**src/rtl/bug_rom_arbiter_if.sv**
```systemverilog
// rtl/bug_rom_arbiter_if.sv - Requester/ROM bus bundle for bug_rom_arbiter (counter ports under BUG_ROM_ARB_CNT_EN)
interface bug_rom_arbiter_if;
   logic        req0;
   logic [11:0] addr0;
   logic        req1;
   logic [11:0] addr1;
   logic        gnt0;
   logic        gnt1;
   logic [11:0] rom_addr;
   logic [11:0] rom_rgb;
   logic [11:0] rgb;
   logic        vld0;
   logic        vld1;
`ifdef BUG_ROM_ARB_CNT_EN
   logic [15:0] gnt_cnt0;
   logic [15:0] gnt_cnt1;

   modport master (
      output req0, addr0, req1, addr1, rom_rgb,
      input  gnt0, gnt1, rom_addr, rgb, vld0, vld1, gnt_cnt0, gnt_cnt1
   );
   modport slave (
      input  req0, addr0, req1, addr1, rom_rgb,
      output gnt0, gnt1, rom_addr, rgb, vld0, vld1, gnt_cnt0, gnt_cnt1
   );
`else
   modport master (
      output req0, addr0, req1, addr1, rom_rgb,
      input  gnt0, gnt1, rom_addr, rgb, vld0, vld1
   );
   modport slave (
      input  req0, addr0, req1, addr1, rom_rgb,
      output gnt0, gnt1, rom_addr, rgb, vld0, vld1
   );
`endif
endinterface

```
**src/rtl/bug_rom_arbiter.sv**
```systemverilog
// rtl/bug_rom_arbiter.sv - Two-requester round-robin sprite ROM arbiter; grant counters under BUG_ROM_ARB_CNT_EN
module bug_rom_arbiter (
   input  logic               clk,
   input  logic               rst,
   bug_rom_arbiter_if.slave   bus
);
   logic        w_gnt0;
   logic        w_gnt1;
   // 1 = requester 1 was granted most recently, so requester 0 wins the next tie
   logic        r_last_gnt;
   // {req1, req0} grant tag for the read whose ROM data arrives this cycle
   logic [1:0]  r_tag1;
   logic        r_vld0;
   logic        r_vld1;
   logic [11:0] r_rgb;

   // Round-robin grant: sole requester wins, ties go to whoever was not served last
   always_comb begin
      w_gnt0 = 1'b0;
      w_gnt1 = 1'b0;
      if (!rst) begin
         if (bus.req0 && (!bus.req1 || r_last_gnt)) begin
            w_gnt0 = 1'b1;
         end else if (bus.req1) begin
            w_gnt1 = 1'b1;
         end
      end
   end

   assign bus.gnt0     = w_gnt0;
   assign bus.gnt1     = w_gnt1;
   assign bus.rom_addr = w_gnt0 ? bus.addr0 : (w_gnt1 ? bus.addr1 : 12'h000);
   assign bus.rgb      = r_rgb;
   assign bus.vld0     = r_vld0;
   assign bus.vld1     = r_vld1;

   // Pointer update plus two-stage tag pipeline aligned with the ROM read latency
   always_ff @(posedge clk) begin
      if (rst) begin
         r_last_gnt <= 1'b1;
         r_tag1     <= 2'b00;
         r_vld0     <= 1'b0;
         r_vld1     <= 1'b0;
         r_rgb      <= 12'h000;
      end else begin
         if (w_gnt0 || w_gnt1) begin
            r_last_gnt <= w_gnt1;
         end
         r_tag1 <= {w_gnt1, w_gnt0};
         r_vld0 <= r_tag1[0];
         r_vld1 <= r_tag1[1];
         if (|r_tag1) begin
            r_rgb <= bus.rom_rgb;
         end
      end
   end

`ifdef BUG_ROM_ARB_CNT_EN
   logic [15:0] r_cnt0;
   logic [15:0] r_cnt1;

   assign bus.gnt_cnt0 = r_cnt0;
   assign bus.gnt_cnt1 = r_cnt1;

   // Per-requester grant counters that stick at all-ones
   always_ff @(posedge clk) begin
      if (rst) begin
         r_cnt0 <= 16'h0000;
         r_cnt1 <= 16'h0000;
      end else begin
         if (w_gnt0 && (r_cnt0 != 16'hFFFF)) begin
            r_cnt0 <= r_cnt0 + 16'h0001;
         end
         if (w_gnt1 && (r_cnt1 != 16'hFFFF)) begin
            r_cnt1 <= r_cnt1 + 16'h0001;
         end
      end
   end
`endif
endmodule
```
**src/flat_wrapper.sv**
```systemverilog
// flat-port wrapper written by rule: the top's interface ports become plain ports
module bug_rom_arbiter_flat 
  (clk, rst, bus_req0, bus_addr0, bus_req1, bus_addr1, bus_rom_rgb, bus_gnt0, bus_gnt1, bus_rom_addr, bus_rgb, bus_vld0, bus_vld1);
  bug_rom_arbiter_if bus_i ();
  input  logic clk;
  input  logic rst;
  input wire logic [$bits(bus_i.req0)-1:0] bus_req0;
  input wire logic [$bits(bus_i.addr0)-1:0] bus_addr0;
  input wire logic [$bits(bus_i.req1)-1:0] bus_req1;
  input wire logic [$bits(bus_i.addr1)-1:0] bus_addr1;
  input wire logic [$bits(bus_i.rom_rgb)-1:0] bus_rom_rgb;
  output wire logic [$bits(bus_i.gnt0)-1:0] bus_gnt0;
  output wire logic [$bits(bus_i.gnt1)-1:0] bus_gnt1;
  output wire logic [$bits(bus_i.rom_addr)-1:0] bus_rom_addr;
  output wire logic [$bits(bus_i.rgb)-1:0] bus_rgb;
  output wire logic [$bits(bus_i.vld0)-1:0] bus_vld0;
  output wire logic [$bits(bus_i.vld1)-1:0] bus_vld1;
  assign bus_i.req0 = bus_req0;
  assign bus_i.addr0 = bus_addr0;
  assign bus_i.req1 = bus_req1;
  assign bus_i.addr1 = bus_addr1;
  assign bus_i.rom_rgb = bus_rom_rgb;
  assign bus_gnt0 = bus_i.gnt0;
  assign bus_gnt1 = bus_i.gnt1;
  assign bus_rom_addr = bus_i.rom_addr;
  assign bus_rgb = bus_i.rgb;
  assign bus_vld0 = bus_i.vld0;
  assign bus_vld1 = bus_i.vld1;
  bug_rom_arbiter u_core (.clk(clk), .rst(rst), .bus(bus_i));
endmodule
```
**config.mk**
```make
export PLATFORM = sky130hd
export DESIGN_NAME = bug_rom_arbiter_flat
export DESIGN_NICKNAME = d
export VERILOG_FILES = /design/src/rtl/bug_rom_arbiter_if.sv /design/src/rtl/bug_rom_arbiter.sv /design/src/flat_wrapper.sv
export SDC_FILE = /design/constraint.sdc
export NUM_CORES = 1
export LEC_CHECK = 0
export BUFFER_PORTS_ARGS = -buffer_cell sky130_fd_sc_hd__buf_4
export CORE_UTILIZATION = 33
export DETAILED_ROUTE_END_ITERATION = 7
export MAX_ROUTING_LAYER = met4
export PLACE_DENSITY = 0.75
export SLEW_MARGIN = 20
export SYNTH_ARGS = -nofsm -noshare
export SYNTH_HDL_FRONTEND = slang
export SYNTH_SLANG_ARGS = --single-unit
```
**constraint.sdc**
```tcl
create_clock -name clk -period 1.1 [get_ports clk]
set_input_delay 0.055 -clock clk [delete_from_list [all_inputs] [get_ports clk]]
set_output_delay 0.055 -clock clk [all_outputs]
set_load 0.005 [all_outputs]
```
[Word level (Yosys, flattened, before mapping)]
Cells that the tools add are included.
W data, S select, Z words.
Operators by class
  multiplexer cells: 7
  reduce and logical (&&, ||, !) cells: 5
Operators with widths (number)
  $mux W12: 2
  $mux W1: 5
  $logic_or A1 B1 Y1: 2
  $reduce_or A2 Y1: 1
  $logic_and A1 B1 Y1: 1
  $logic_not A1 Y1: 1
Storage, ports and cells
  bits in registers: 17
  input bits: 40
  output and inout bits: 28
  logic and storage cells: 17

[Depth between registers and ports, before layout]
Gate-level depths: netlist of run 1.
  word-level depth: 7
  depth in mapped cells: 4
  depth with buffers taken out: 3

[Least setup slack after synthesis of run 1]
Ideal clock, no wire load.
  path type: reg-to-reg
  from: reg u_core.r_tag1[1]
  to: reg u_core.r_rgb[0] (netlist: u_core.bus.rgb[0])
  setup time: 0.132 ns
  data arrival time: 0.872 ns
  setup slack: 0.096 ns
  stages on the path, launching flop included: 5
  path buffers: 1
  period minus slack after synthesis: 1.004 ns
  cells stage by stage: dfxtp_1 or2_2 buf_2 nand2_1 a21oi_1
On the way
  cells in the longest elaborated chain, start to end: 1
Ends and longest elaborated chain
  from (decl): RTL line bug_rom_arbiter.sv:12  | logic [1:0] r_tag1;
  from (signal assigned): RTL line bug_rom_arbiter.sv:49  | r_tag1 <= {w_gnt1, w_gnt0};
  $reduce_or A2 Y1: RTL line bug_rom_arbiter.sv:52  | if (|r_tag1) begin
  to (signal assigned): RTL line bug_rom_arbiter.sv:53  | r_rgb <= bus.rom_rgb;
  to (decl): RTL line bug_rom_arbiter.sv:15  | logic [11:0] r_rgb;
Every way passes these cells.
A chain may end at the register's enable or synchronous reset.

[Worst setup path in the final report of run 1]
  from: reg u_core.r_last_gnt
  to: out bus_rom_addr[10]
On the way
  cells in the longest elaborated chain, start to end: 6
Ends and longest elaborated chain
  from (decl): RTL line bug_rom_arbiter.sv:10  | logic r_last_gnt;
  from (signal assigned): RTL line bug_rom_arbiter.sv:47  | r_last_gnt <= w_gnt1;
  $logic_or A1 B1 Y1 (*): RTL line bug_rom_arbiter.sv:22  | if (bus.req0 && (!bus.req1 || r_last_gnt)) begin
  $logic_and A1 B1 Y1 (*): RTL line bug_rom_arbiter.sv:22
  $mux W1: RTL line bug_rom_arbiter.sv:22
  $mux W1: RTL line bug_rom_arbiter.sv:21  | if (!rst) begin
  $mux W12: RTL line bug_rom_arbiter.sv:32  | assign bus.rom_addr = w_gnt0 ? bus.addr0 : (w_gnt1 ? bus.addr1 : 12'h000);
  $mux W12 (*): RTL line bug_rom_arbiter.sv:32
  to (decl): RTL line flat_wrapper.sv:14  | output wire logic [$bits(bus_i.rom_addr)-1:0] bus_rom_addr;
Mark *: on every way between the ends. The rest lies on a longest branch, timed or not.

==> out/metrics.yaml, run 1 <==
outcome:
  status: "finished with violations"
  violations: "setup timing"
sta:
  drv_slew: 0
  fin_crit_sh_pct: 120.8
  skew_ps: 7.122
  hold_violations: 0
  hold_ws_ps: 12.94
  setup_viol: 14
  fin_ws_ps: -228.4
  max_clock_freq_ghz: 0.7528
  tightest_slew_ps: 289.5
  relSlewSlack_pct: 80.70
  min_period_ps: 1328
  rsz0062_at_grt: "yes"
global_routing:
  grt_max_degree: 32
  antenna_found_initial: 0
  overflow: 0
  grt_pass1_vias: 832
  grt_pass1_wl_mm: 3.312
  grt_usage_pct: 17.31
die:
  core_sq_mm: 0.002233
  die_w_um: 50.95
  rows: 17
  dieHeight_um: 50.95
  start_util_pct: 35.41
  fp.dieArea_sq_mm: 0.002596
  io_pins: 68
critical_path:
  cp_max_fo: 6
  critPathKind: "reg2out"
  end_kind: "output pin"
  worstReg2RegStart: "u_core.r_tag1[1]"
  start_kind: "flop"
  r2r-end: "u_core.bus.rgb[2]"
  r2r_cells: 3
  crit_arrival_ps: 1270
  rrSetupSlack_ps: 80
  crit_start: "u_core.r_last_gnt"
  critPathRequiredTime_ps: 1040
worst_hold_path:
  hold_start: "bus_rom_rgb[5]"
  hp-class: "in2reg"
  holdPathEnd: "u_core.bus.rgb[5]"
  holdPathStages: 3
detailed_routing:
  first_pass_iters: 4
  drc: 0
  drt_iter0_markers: 9
  vias: 930
  via_per_inst: 4.769
  wl_per_cell_um: 11.14
  wl_mm: 2.172
  ant_nets: 0
power_and_ir_drop:
  p_leak_nw: 0.6572
  powerDensity_mw_per_mm2: 1018
  max-vdd-ir-drop_mv: 0.4934
  p_total_mw: 1.387
finish:
  mostFrequentLayoutCells: "buf_4, nand2_1, dfxtp_1"
  final_nets: 208
  area_growth_pct: 72.31
  final_common_cell: "buf_4"
  layout-drive-gt1-share_pct: 47.90
  diodes: 0
  nFillCells: 203
synth:
  ys_types: 15
  synth_nets: 139
  synth_warnings: 0
  synthCells: 99
  ys_seq_area_share_pct: 43.04
  syn_area_sq_um: 790.8
  avgSynthCellArea_sq_um: 7.987
  synth-seq-cells: 17
place:
  place_congestion: 0.6897
  place_ws_ps: 33.74
  io_buffers: 67
  dp_hpwl_mm: 1.631
run:
  maxCapViolations: 0
clock_tree:
  h-tree-depth: 1
  cts.hold.buffers_added: 0
  insertion_delay_ps: 280
  clkTransAtPathRegs_ps: 90
  clockRootBuffer: "clkbuf_4"
  cts_buffers: 3
  cts.path.max_buffers: 2
  cts_tree: "done"
  cts_sinks: 17
-- kinds of logic after synthesis --
group	Yosys count	synth area share, %
DFF	17	43.04
buffers and inverters	8	6.962
and+or+nand+nor	48	26.11
AOI/OAI and AO/OA	26	23.89
-- report_power, final --
part           internal, mW  switching (mW)
combinational         0.237           0.156
clock                 0.141           0.178
sequential            0.653          0.0225
total                  1.03           0.357
-- through the flow --
stage / instance area [sq um] / utilization [%] / cells / TNS (ps)
after floorplan: 790.8 / - / 99 / 0
after global placement: 1289 / 57.70 / 188 / 0
after detailed placement: 1289 / 57.70 / 188 / 0
after CTS: 1348 / 60.34 / 195 / -2665
after global routing: 1363 / 61.01 / 195 / -3592
final: 1363 / 61.01 / 195 / -2541
-- cells in the mapped netlist, drive strengths merged --
master,number,area share (%)
nand2,26,12
dfxtp,17,43
nor2,15,7.1
a21oi,12,7.6
a32oi,12,13
buf,5,5.5
clkbuf,3,1.4
nor2b,3,2.4
nand2b,2,2.5
a21boi,1,2.4
and2b,1,0.95
o21ai,1,0.63
or2,1,0.79
-- worst max-delay path, stage by stage, from the launching register on --
cell and delay, ps:
dfxtp_4 380, a21boi_4 150, buf_6 140, a32oi_1 60
nor2_1 140, buf_4 130
-- worst max path at each step --
stage                     slack [ps]  cells after the start                 to
final                           -230                      5   bus_rom_addr[10]
after global routing            -290                      5   bus_rom_addr[11]
after CTS                       -220                      5   bus_rom_addr[10]
after detailed placement          30                      4   bus_rom_addr[10]
after global placement            90                      4    bus_rom_addr[7]
after floorplan                  100                      4  u_core.bus.rgb[0]
-- per-layer routing --
metal  GRT usage, %  vias to the layer above  share of wire [%]
met1          19.02                      393                 40
li1               -                      477                  -
met5              -                        -                  0
met4          8.333                        0                1.2
met3          1.786                        4                8.4
met2          30.92                       56                 50
-- registers in the layout, summed over array words and instances (netlist names) --
name	count
u_core.bus.vld0	1
u_core.bus.rgb	12
u_core.r_last_gnt	1
u_core.r_tag1	2
u_core.bus.vld1	1
-- layout make-up --
cell class / instances / area (sq um) / share of cell area (%)
clock buffers: 4 / 26.28 / 1.928
multi-input cells: 75 / 416.7 / 30.58
flip-flops and latches: 17 / 344.1 / 25.25
well taps: 28 / 35.03 / 2.571
repair buffers: 71 / 540.5 / 39.67
-- repair_timing --
item / 4_1_cts / 5_1_grt
cloned: 1 / 0
setup endpoints to repair: 14 / 14
endpoints found under the hold margin: 0 / 0
pin swaps: 8 / 10
gates resized for setup: 3 / 3
buffers inserted: 2 / 0
Note: power is estimated with default switching activity, not from simulation.
==> run 2, diff against run 1 <==
MAX_ROUTING_LAYER = not set   (was met4)
==> out/metrics.yaml, run 2 (synthesis gave the netlist of run 1 again) <==
finish:
  nFillCells: 203
  seqCellArea_sq_um: 344.1
  layout-drive-gt1-share_pct: 47.90
  area_growth_pct: 72.31
  final_util_pct: 61.01
  final_nets: 208
  largest_reg_flops: 12
  multi_input_area_sq_um: 416.7
  fin_cells: 195
  final_area_sq_mm: 0.001363
  final_common_cell: "buf_4"
  mostFrequentLayoutCells: "buf_4, nand2_1, dfxtp_1"
  diodes: 0
power_and_ir_drop:
  p_leak_nw: 0.6572
  p_seq_share_pct: 48.6
  max-vdd-ir-drop_mv: 0.4936
  power_frac_comb_pct: 28.4
  clkPwrFrac_pct: 23.0
  swShare_pct: 25.73
  powerDensity_mw_per_mm2: 1019
  intPower_mw: 1.031
  netSwitchingPower_uw: 357.1
detailed_routing:
  wl_per_cell_um: 11.20
  wl_mm: 2.184
  first_pass_iters: 2
  drt_iter0_markers: 9
  ant_nets: 0
  drc: 0
  via_per_inst: 4.795
  vias: 935
critical_path:
  end_kind: "output pin"
  worstReg2RegStart: "u_core.r_tag1[1]"
  rrSetupSlack_ps: 80
  critPathRequiredTime_ps: 1040
  start_kind: "flop"
  cp_slowest_cell: "dfxtp_4"
  crit_arrival_ps: 1280
  path_cells: "a21boi_4 > buf_6 > a32oi_1 > nor2_1 > buf_4"
  critPathKind: "reg2out"
  cpPeakStageDelay_ps: 370
  cp_max_fo: 6
  r2r_cells: 3
  crit_start: "u_core.r_last_gnt"
sta:
  fin_crit_sh_pct: 121.0
  max_clock_freq_ghz: 0.7516
  hold_ws_ps: 13.05
  fin_ws_ps: -230.5
  tightest_slew_ps: 292.0
  min_period_ps: 1330
  hold_violations: 0
  relSlewSlack_pct: 80.53
  drv_slew: 0
  rsz0062_at_grt: "yes"
  setup_viol: 14
  skew_ps: 7.079
clock_tree:
  h-tree-depth: 1
  insertion_delay_ps: 280
  cts_buffers: 3
  cts.hold.buffers_added: 0
  clockRootBuffer: "clkbuf_4"
  cts.path.max_buffers: 2
  clkTransAtPathRegs_ps: 90
  cts_tree: "done"
  cts_sinks: 17
place:
  place_congestion: 0.6826
  dp_hpwl_mm: 1.631
  io_buffers: 67
  dpl_cell_area_sq_mm: 0.001289
  place_inst: 188
  place_ws_ps: 33.74
die:
  start_util_pct: 35.41
  dieHeight_um: 50.95
  rows: 17
  core_sq_mm: 0.002233
  io_pins: 68
  fp.dieArea_sq_mm: 0.002596
  die_w_um: 50.95
global_routing:
  grt_usage_pct: 16.85
  antenna_found_initial: 0
  grt_pass1_wl_mm: 3.305
  grt_max_degree: 32
  grt_pass1_vias: 833
  overflow: 0
run:
  maxCapViolations: 0
worst_hold_path:
  hold_start: "bus_rom_rgb[5]"
  hp-class: "in2reg"
  holdPathStages: 3
outcome:
  status: "finished with violations"
  violations: "setup timing"
## run 2: cell counts in the layout (fill, tap and decap cells not counted)
No cell type changed its count.
## run 2: worst paths after layout
path                             to
setup / recovery   bus_rom_addr[10]
hold / removal    u_core.bus.rgb[5]
setup reg to reg  u_core.bus.rgb[2]
hold reg to reg   u_core.bus.rgb[8]
## run 2: power groups by stage
| stage | clock [mW] | sequential [mW] | combinational, mW |
|---|---|---|---|
| after floorplan | 0 | 0.689 | 0.155 |
| after global placement | 0 | 0.686 | 0.367 |
| after detailed placement | 0 | 0.689 | 0.375 |
| after CTS | 0.328 | 0.675 | 0.388 |
| after global routing | 0.356 | 0.680 | 0.430 |
| final | 0.319 | 0.675 | 0.394 |
## run 2: metal layers
layer  GRT usage [%]  share of wire, %  vias to the layer above
met1           18.84                41                      397
met5               0                 0                        -
met4           8.333               1.2                        0
li1                -                 -                      478
met3           2.083               8.3                        4
met2           30.92                50                       56
## run 2: through the flow
| step | total power [mW] | TNS [ps] |
|---|---|---|
| floorplan | 0.8443 | 0 |
| global placement | 1.054 | 0 |
| detailed placement | 1.064 | 0 |
| CTS | 1.391 | -2665 |
| global route | 1.465 | -3592 |
| finish | 1.388 | -2545 |
## run 2: cell type report
class | count | area share (%)
Tap cell | 28 | 2.571
Sequential cell | 17 | 25.25
Timing Repair Buffer | 71 | 39.67
Multi-Input combinational cell | 75 | 30.58
Clock buffer | 4 | 1.928
## run 2: worst max-delay path, delay by kind of cell, from the launching register on
kind | cells | cell delay, ps
compound gates | 2 | 210
buf+inv | 2 | 270
flops | 1 | 370
simple gates | 1 | 140
## run 2: repair_timing
action / in CTS / in global routing
buffers inserted: 2 / 0
gates cloned: 1 / 0
gates resized for setup: 3 / 3
setup endpoints to repair: 14 / 14
pin swaps: 8 / 10
